==> src/rtl/alu_arbiter.sv <==
// Two-requester round-robin front end for one shared ALU. The FSM runs IDLE -> EXEC -> RESP.
// Optional per-requester grant counters are built only when ALU_ARB_STATS_EN is defined.
module alu_arbiter #(
  parameter int WIDTH = 4
) (
  input  logic             clk,
  input  logic             rst_n,
  input  logic [1:0]       req,
  input  logic [WIDTH-1:0] a0,
  input  logic [WIDTH-1:0] b0,
  input  logic [WIDTH-1:0] a1,
  input  logic [WIDTH-1:0] b1,
  input  logic [1:0]       op0,
  input  logic [1:0]       op1,
  output logic [1:0]       gnt,
  output logic [WIDTH-1:0] alu_a,
  output logic [WIDTH-1:0] alu_b,
  output logic [1:0]       alu_op,
  input  logic [WIDTH-1:0] alu_result,
  input  logic [3:0]       alu_flags,
  output logic [1:0]       rsp_valid,
  input  logic [1:0]       rsp_ready,
  output logic [WIDTH-1:0] rsp_result,
  output logic [3:0]       rsp_flags,
  output logic [7:0]       grant_cnt0,
  output logic [7:0]       grant_cnt1,
  output logic [1:0]       dbg_state
);

  typedef enum logic [1:0] {IDLE = 2'd0, EXEC = 2'd1, RESP = 2'd2} state_e;

  state_e           state_q, state_d;
  logic             winner_q, winner_d;
  logic             last_q, last_d;
  logic [1:0]       gnt_q, gnt_d;
  logic [WIDTH-1:0] opa_q, opa_d, opb_q, opb_d;
  logic [1:0]       op_q, op_d;
  logic [WIDTH-1:0] rsp_result_q, rsp_result_d;
  logic [3:0]       rsp_flags_q, rsp_flags_d;
  logic             pick;

  // On a tie, the requester that was not granted last wins.
  assign pick = (req == 2'b11) ? ~last_q : req[1];

  always_comb begin
    state_d      = state_q;
    winner_d     = winner_q;
    last_d       = last_q;
    gnt_d        = 2'b00;
    opa_d        = opa_q;
    opb_d        = opb_q;
    op_d         = op_q;
    rsp_result_d = rsp_result_q;
    rsp_flags_d  = rsp_flags_q;
    case (state_q)
      IDLE: begin
        if (|req) begin
          winner_d = pick;
          last_d   = pick;
          gnt_d    = pick ? 2'b10 : 2'b01;
          opa_d    = pick ? a1 : a0;
          opb_d    = pick ? b1 : b0;
          op_d     = pick ? op1 : op0;
          state_d  = EXEC;
        end
      end
      EXEC: begin
        rsp_result_d = alu_result;
        rsp_flags_d  = alu_flags;
        state_d      = RESP;
      end
      RESP: begin
        // Response handshake: the transfer completes on the rising edge where
        // rsp_valid[winner] and rsp_ready[winner] are both high; data holds until then.
        if (rsp_ready[winner_q]) state_d = IDLE;
      end
      default: state_d = IDLE;
    endcase
  end

  always_ff @(posedge clk or negedge rst_n) begin
    if (!rst_n) begin
      state_q      <= IDLE;
      winner_q     <= 1'b0;
      last_q       <= 1'b1;
      gnt_q        <= 2'b00;
      opa_q        <= '0;
      opb_q        <= '0;
      op_q         <= 2'b00;
      rsp_result_q <= '0;
      rsp_flags_q  <= 4'b0000;
    end else begin
      state_q      <= state_d;
      winner_q     <= winner_d;
      last_q       <= last_d;
      gnt_q        <= gnt_d;
      opa_q        <= opa_d;
      opb_q        <= opb_d;
      op_q         <= op_d;
      rsp_result_q <= rsp_result_d;
      rsp_flags_q  <= rsp_flags_d;
    end
  end

  assign gnt        = gnt_q;
  assign alu_a      = opa_q;
  assign alu_b      = opb_q;
  assign alu_op     = op_q;
  assign rsp_result = rsp_result_q;
  assign rsp_flags  = rsp_flags_q;
  assign rsp_valid  = (state_q == RESP) ? (winner_q ? 2'b10 : 2'b01) : 2'b00;
  assign dbg_state  = state_q;

`ifdef ALU_ARB_STATS_EN
  logic [7:0] cnt0_q, cnt1_q;

  always_ff @(posedge clk or negedge rst_n) begin
    if (!rst_n) begin
      cnt0_q <= 8'd0;
      cnt1_q <= 8'd0;
    end else begin
      if (gnt_q[0] && (cnt0_q != 8'hFF)) cnt0_q <= cnt0_q + 8'd1;
      if (gnt_q[1] && (cnt1_q != 8'hFF)) cnt1_q <= cnt1_q + 8'd1;
    end
  end

  assign grant_cnt0 = cnt0_q;
  assign grant_cnt1 = cnt1_q;
`else
  assign grant_cnt0 = 8'd0;
  assign grant_cnt1 = 8'd0;
`endif

endmodule

==> config.mk <==
export PLATFORM = sky130hd
export DESIGN_NAME = alu_arbiter
export DESIGN_NICKNAME = d
export VERILOG_FILES = /design/src/rtl/alu_arbiter.sv
export SDC_FILE = /design/constraint.sdc
export NUM_CORES = 1
export LEC_CHECK = 0
export CAP_MARGIN = 20
export CORE_ASPECT_RATIO = 1.25
export CORE_MARGIN = 5
export CORE_UTILIZATION = 36
export CTS_CLUSTER_DIAMETER = 50
export DETAILED_ROUTE_END_ITERATION = 10
export MAX_ROUTING_LAYER = met4
export PLACE_DENSITY_LB_ADDON = 0.25
export SYNTH_ARGS = -nofsm -noshare
export SYNTH_HDL_FRONTEND = slang
export SYNTH_SLANG_ARGS = --single-unit
==> constraint.sdc <==
create_clock -name clk -period 1.96 [get_ports clk]
set_input_delay 0.49 -clock clk [delete_from_list [all_inputs] [get_ports clk]]
set_output_delay 0.49 -clock clk [all_outputs]
set_load 0.05 [all_outputs]
==> After elaboration in Yosys (flattened, before gate mapping) <==
Cells that the tools add are included.
W data, S select, Z words.
{ "totals": {"ff_bits": 24, "latchBits": 0, "ramBits": 0, "mem_bits_ro": 0, "input_bits": 34, "n_memories": 0} }
{ "classes": {"add_sub_neg": 0, "mul": 0, "div_mod_pow": 0, "order_cmp": 1, "n_eq_ne": 5, "n_shift": 0, "muxes": 14, "bitwise": 1, "reduce_logical": 4} }
{ "op_table": {"columns": ["op", "n"], "rows": [
  ["$mux W2", 8],
  ["$mux W4", 2],
  ["$pmux W2 S3", 1],
  ["$eq A2 B2 Y1 const B", 2],
  ["$ne A2 B2 Y1 const B", 2],
  ["$reduce_and A2 Y1", 2],
  ["$mux W1", 3],
  ["$eq A2 B1 Y1 const B", 1],
  ["$logic_not A2 Y1", 1],
  ["$lt A1 B2 Y1 const B", 1],
  ["$reduce_or A2 Y1", 1],
  ["$not A1 Y1", 1]
]} }

==> Logic depth before layout (Yosys ltp) <==
{ "depth": {"ltp_word": 5, "depth_mapped": 4} }

==> Least setup slack after synthesis <==
OpenSTA, ideal clock, no wires.
{ "synth_timing": {"path_kind": "reg2out", "start": "register state_q[0], in the netlist dbg_state[0]", "end": "output port rsp_valid[0]", "arrival_time_ps": 1491, "slack_ps": -21, "stages_incl_launch_ff": 3, "path_cell_list": "dfrtp_1 > nand2b_1 > nor2_1"} }
{ "synth_between": {"elab_chain_len": 2} }
{ "synth_lines": {"columns": ["element", "line_no", "source"], "rows": [
  ["start, declared", "32", "state_e state_q, state_d;"],
  ["start signal, assigned", "93", "state_q <= state_d;"],
  ["$eq A2 B2 Y1", "111", "assign rsp_valid = (state_q == RESP) ? (winner_q ? 2'b10 : 2'b01) : 2'b00;"],
  ["$mux W2", "111", null],
  ["end, declared", "21", "output logic [1:0] rsp_valid,"]
]} }
Every way passes these cells.

==> Final worst setup path <==
{ "layout_timing": {"start": "input port req[1]", "end": "register opb_q[3], in the netlist alu_b[3]"} }
{ "layout_between": {"elab_chain_len": 3} }
{ "layout_lines": {"columns": ["element", "line_no", "source"], "rows": [
  ["start, declared", "8", "input logic [1:0] req,"],
  ["$eq A2 B2 Y1", "43", "assign pick = (req == 2'b11) ? ~last_q : req[1];"],
  ["$mux W1", "43", null],
  ["$mux W4", "62", "opb_d = pick ? b1 : b0;"],
  ["end signal, assigned", "98", "opb_q <= opb_d;"],
  ["end, declared", "36", "logic [WIDTH-1:0] opa_q, opa_d, opb_q, opb_d;"]
]} }
Parallel ways exist; a longest one is shown, timed or not.
A chain may end at the register's enable or synchronous reset.

==> reports/qor.yml <==
syn_area_mm2: 0.00117
synth_top_family_by_area: "multiplexers"
grt_pass1_wl_mm: 4.02
drive_above_1_share_pct: 39.0
post-route-period-util_pct: 92.5
drv_slew: 0
cts_made_buffers: 3
worstSkewPairLatency_ps: 260
critPathCaptureType: "flip-flop"
finish.utilization_pct: 56.2
grt_max_degree: 25
die_area_mm2: 0.00450
synth-xor-area-share_pct: 0
finalPower_mw: 3.23
h-tree-depth: 1
clkTransAtPathRegs_ps: 80
firstDrtPassIters: 4
root_buffer: "clkbuf_8"
start_util_pct: 37.0
hold_path.class: "flip-flop to flip-flop"
ctsHoldBuffers: 0
syn-instance-count: 90
yosysSeqAreaShare_pct: 51.3
antenna_cells: 0
wl_per_cell_um: 13.2
grt_pass1_vias: 893
synthSimpleGateAreaFrac_pct: 5.23
synth_cell_types: 21
grt_usage_pct: 12.0
cts_tree: "yes"
seqPwrFrac_pct: 27.9
fmax_ghz: 0.552
critPathLaunchType: "input port"
clock_sinks: 24
cp.depth: 4
overflow: 0
skew_ps: 1.90
power_density_mw_per_mm2: 1820
period_minus_slack_ps: 1810
path_delay_family: "multiplexers"
synthMuxAreaShare_pct: 24.3
path_buf_inv: 1
ant_nets: 0
postCtsResizedCells: 0
crit_path_max_fanout: 8
timing.final.hold_violations: 0
die_x_um: 61.0
min_path_cells: 1
synth_compound_area_share_pct: 6.19
post-cts-setup-buffer-count: 0
intPower_mw: 1.67
status: "finished clean"
area_growth_pct: 51.7
globalplace.congestion: 0.716
critPathSlowestCell: "a21bo_1"
drc: 0
crit_path_cell_trace: "clkdlybuf4s50_1 > a21bo_1 > mux2_4 > mux2_2"
switching_power_mw: 1.56
r2r_cells: 3
cts_buffer_depth: 2
setup_viol: 0
io_pins: 74
viasPerCell: 4.45
clock_power_share_pct: 10.1
worstSetupPathType: "input port to flip-flop"
drv_cap: 0
switching_share_pct: 48.2
p_leak_nw: 0.863
ys_ff_latch: 24
fin_nets: 189
io_buffer_count: 57
placementRows: 23
drt_iter0_markers: 11
ys.warnings.count: 0
p_comb_share_pct: 62.0
critPathArrivalTime_ps: 1960
dr_total_vias: 849
slowest_delay_ps: 450
rsz0062_at_grt: "false"
dp_hpwl_mm: 2.16
synth-adder-area-share_pct: 0
wl_mm: 2.52
syn_avg_cell_area_um2: 13.0
antenna_found_initial: 0
required_ps: 2110
ir_drop_mv: 1.22
fp.dieH_um: 73.8
core_area_mm2: 0.00317
power groups by stage:
stage | clock network (mW) | registers (mW) | logic [mW]
CTS | 0.337 | 0.903 | 2.03
global placement | 0 | 0.896 | 2.00
floorplan | 0 | 1.67 | 0.626
global route | 0.362 | 0.934 | 2.11
detailed placement | 0 | 0.911 | 2.03
finish | 0.327 | 0.901 | 2.00
kinds of logic (layout without fill, tap and decap cells):
kind of cell,after synthesis,after routing
flops,24,24
other cells,1,16
simple gates,12,12
mux,23,23
buf+inv,21,70
compound gates,9,9
metrics by stage:
stage	hold WS [ps]	cell area (µm²)	setup TNS, ps	setup WS, ps	cells
finish	513	1780	0	147	191
global route	538	1780	0	87.5	191
CTS	517	1780	0	138	191
detailed placement	498	1720	-913	-142	187
global placement	490	1720	-604	-90.4	187
floorplan	194	1230	-42.4	-21.2	105
cells in the mapped netlist:
library cell  number  area share, %
mux2_2            16             15
dfstp_2            1            2.2
buf_6              1           0.96
and3_1             3            1.6
a21boi_0           1           0.64
o21ai_1            1           0.43
o21ai_0            1           0.43
nand2b_1           2            1.1
nor3_1             1           0.43
inv_1              2           0.64
dfrtp_1           23             49
clkbuf_1           1           0.32
buf_2              1           0.43
nor2_1             5            1.6
a21bo_1            1           0.85
mux2_4             7            9.0
or2_2              1           0.53
a21o_1             2            1.3
conb_1             1           0.32
buf_4             16             10
a221o_1            3            2.6
path summary, 6_finish.rpt:
kind,startpoint,to,slack [ps]
worst max register to register,last_q,alu_b[3],310
worst min-delay path,rsp_flags[2],rsp_flags[2],510
min in group asynchronous,rst_n,rsp_flags[3],580
worst min register to register,rsp_flags[2],rsp_flags[2],510
worst max-delay path,req[1],alu_b[3],150
max in group asynchronous,rst_n,last_q,1100
state kept, by name (all words and copies together) (netlist names):
register and count:
last_q 1, alu_b 4, gnt 2, rsp_result 4, alu_a 4, winner_q 1, dbg_state 2, alu_op 2
rsp_flags 4
cell type report:
class                   count  area [µm²]
multi-input cells          60         479
fillers                   285        1390
clock buffers               4        55.1
flip-flops and latches     24         602
repair buffers             64         588
inverters                   2        7.51
well taps                  37        46.3
metal layers:
metal / vias up / share of wire (%) / routed length [µm] / global-route usage [%]
met2: 48 / 48 / 1200 / 19.2
met1: 397 / 41 / 1030 / 15.2
li1: 404 / - / - / -
met4: 0 / 0 / 0 / 3.13
met3: 0 / 11 / 284 / 2.64
met5: - / 0 / 0 / -
worst reg2reg max path: stages, from the launching register on:
cell and delay [ps]:
dfstp_2 560, a21bo_1 380, mux2_4 340, mux2_2 260
placed cells by master, fill, tap and decap left out:
master           synthesis  layout
clkdlybuf4s50_1          0      33
buf_4                   16      29
dfrtp_1                 23      23
mux2_2                  16      16
conb_1                   1      16
mux2_4                   7       7
nor2_1                   5       5
clkbuf_8                 0       4
and3_1                   3       3
a221o_1                  3       3
inv_1                    2       2
nand2b_1                 2       2
a21o_1                   2       2
buf_12                   0       2
a21boi_0                 1       1
or2_2                    1       1
nor3_1                   1       1
a21bo_1                  1       1
o21ai_1                  1       1
o21ai_0                  1       1
dfstp_2                  1       1
(Power assumes the default switching activity.)
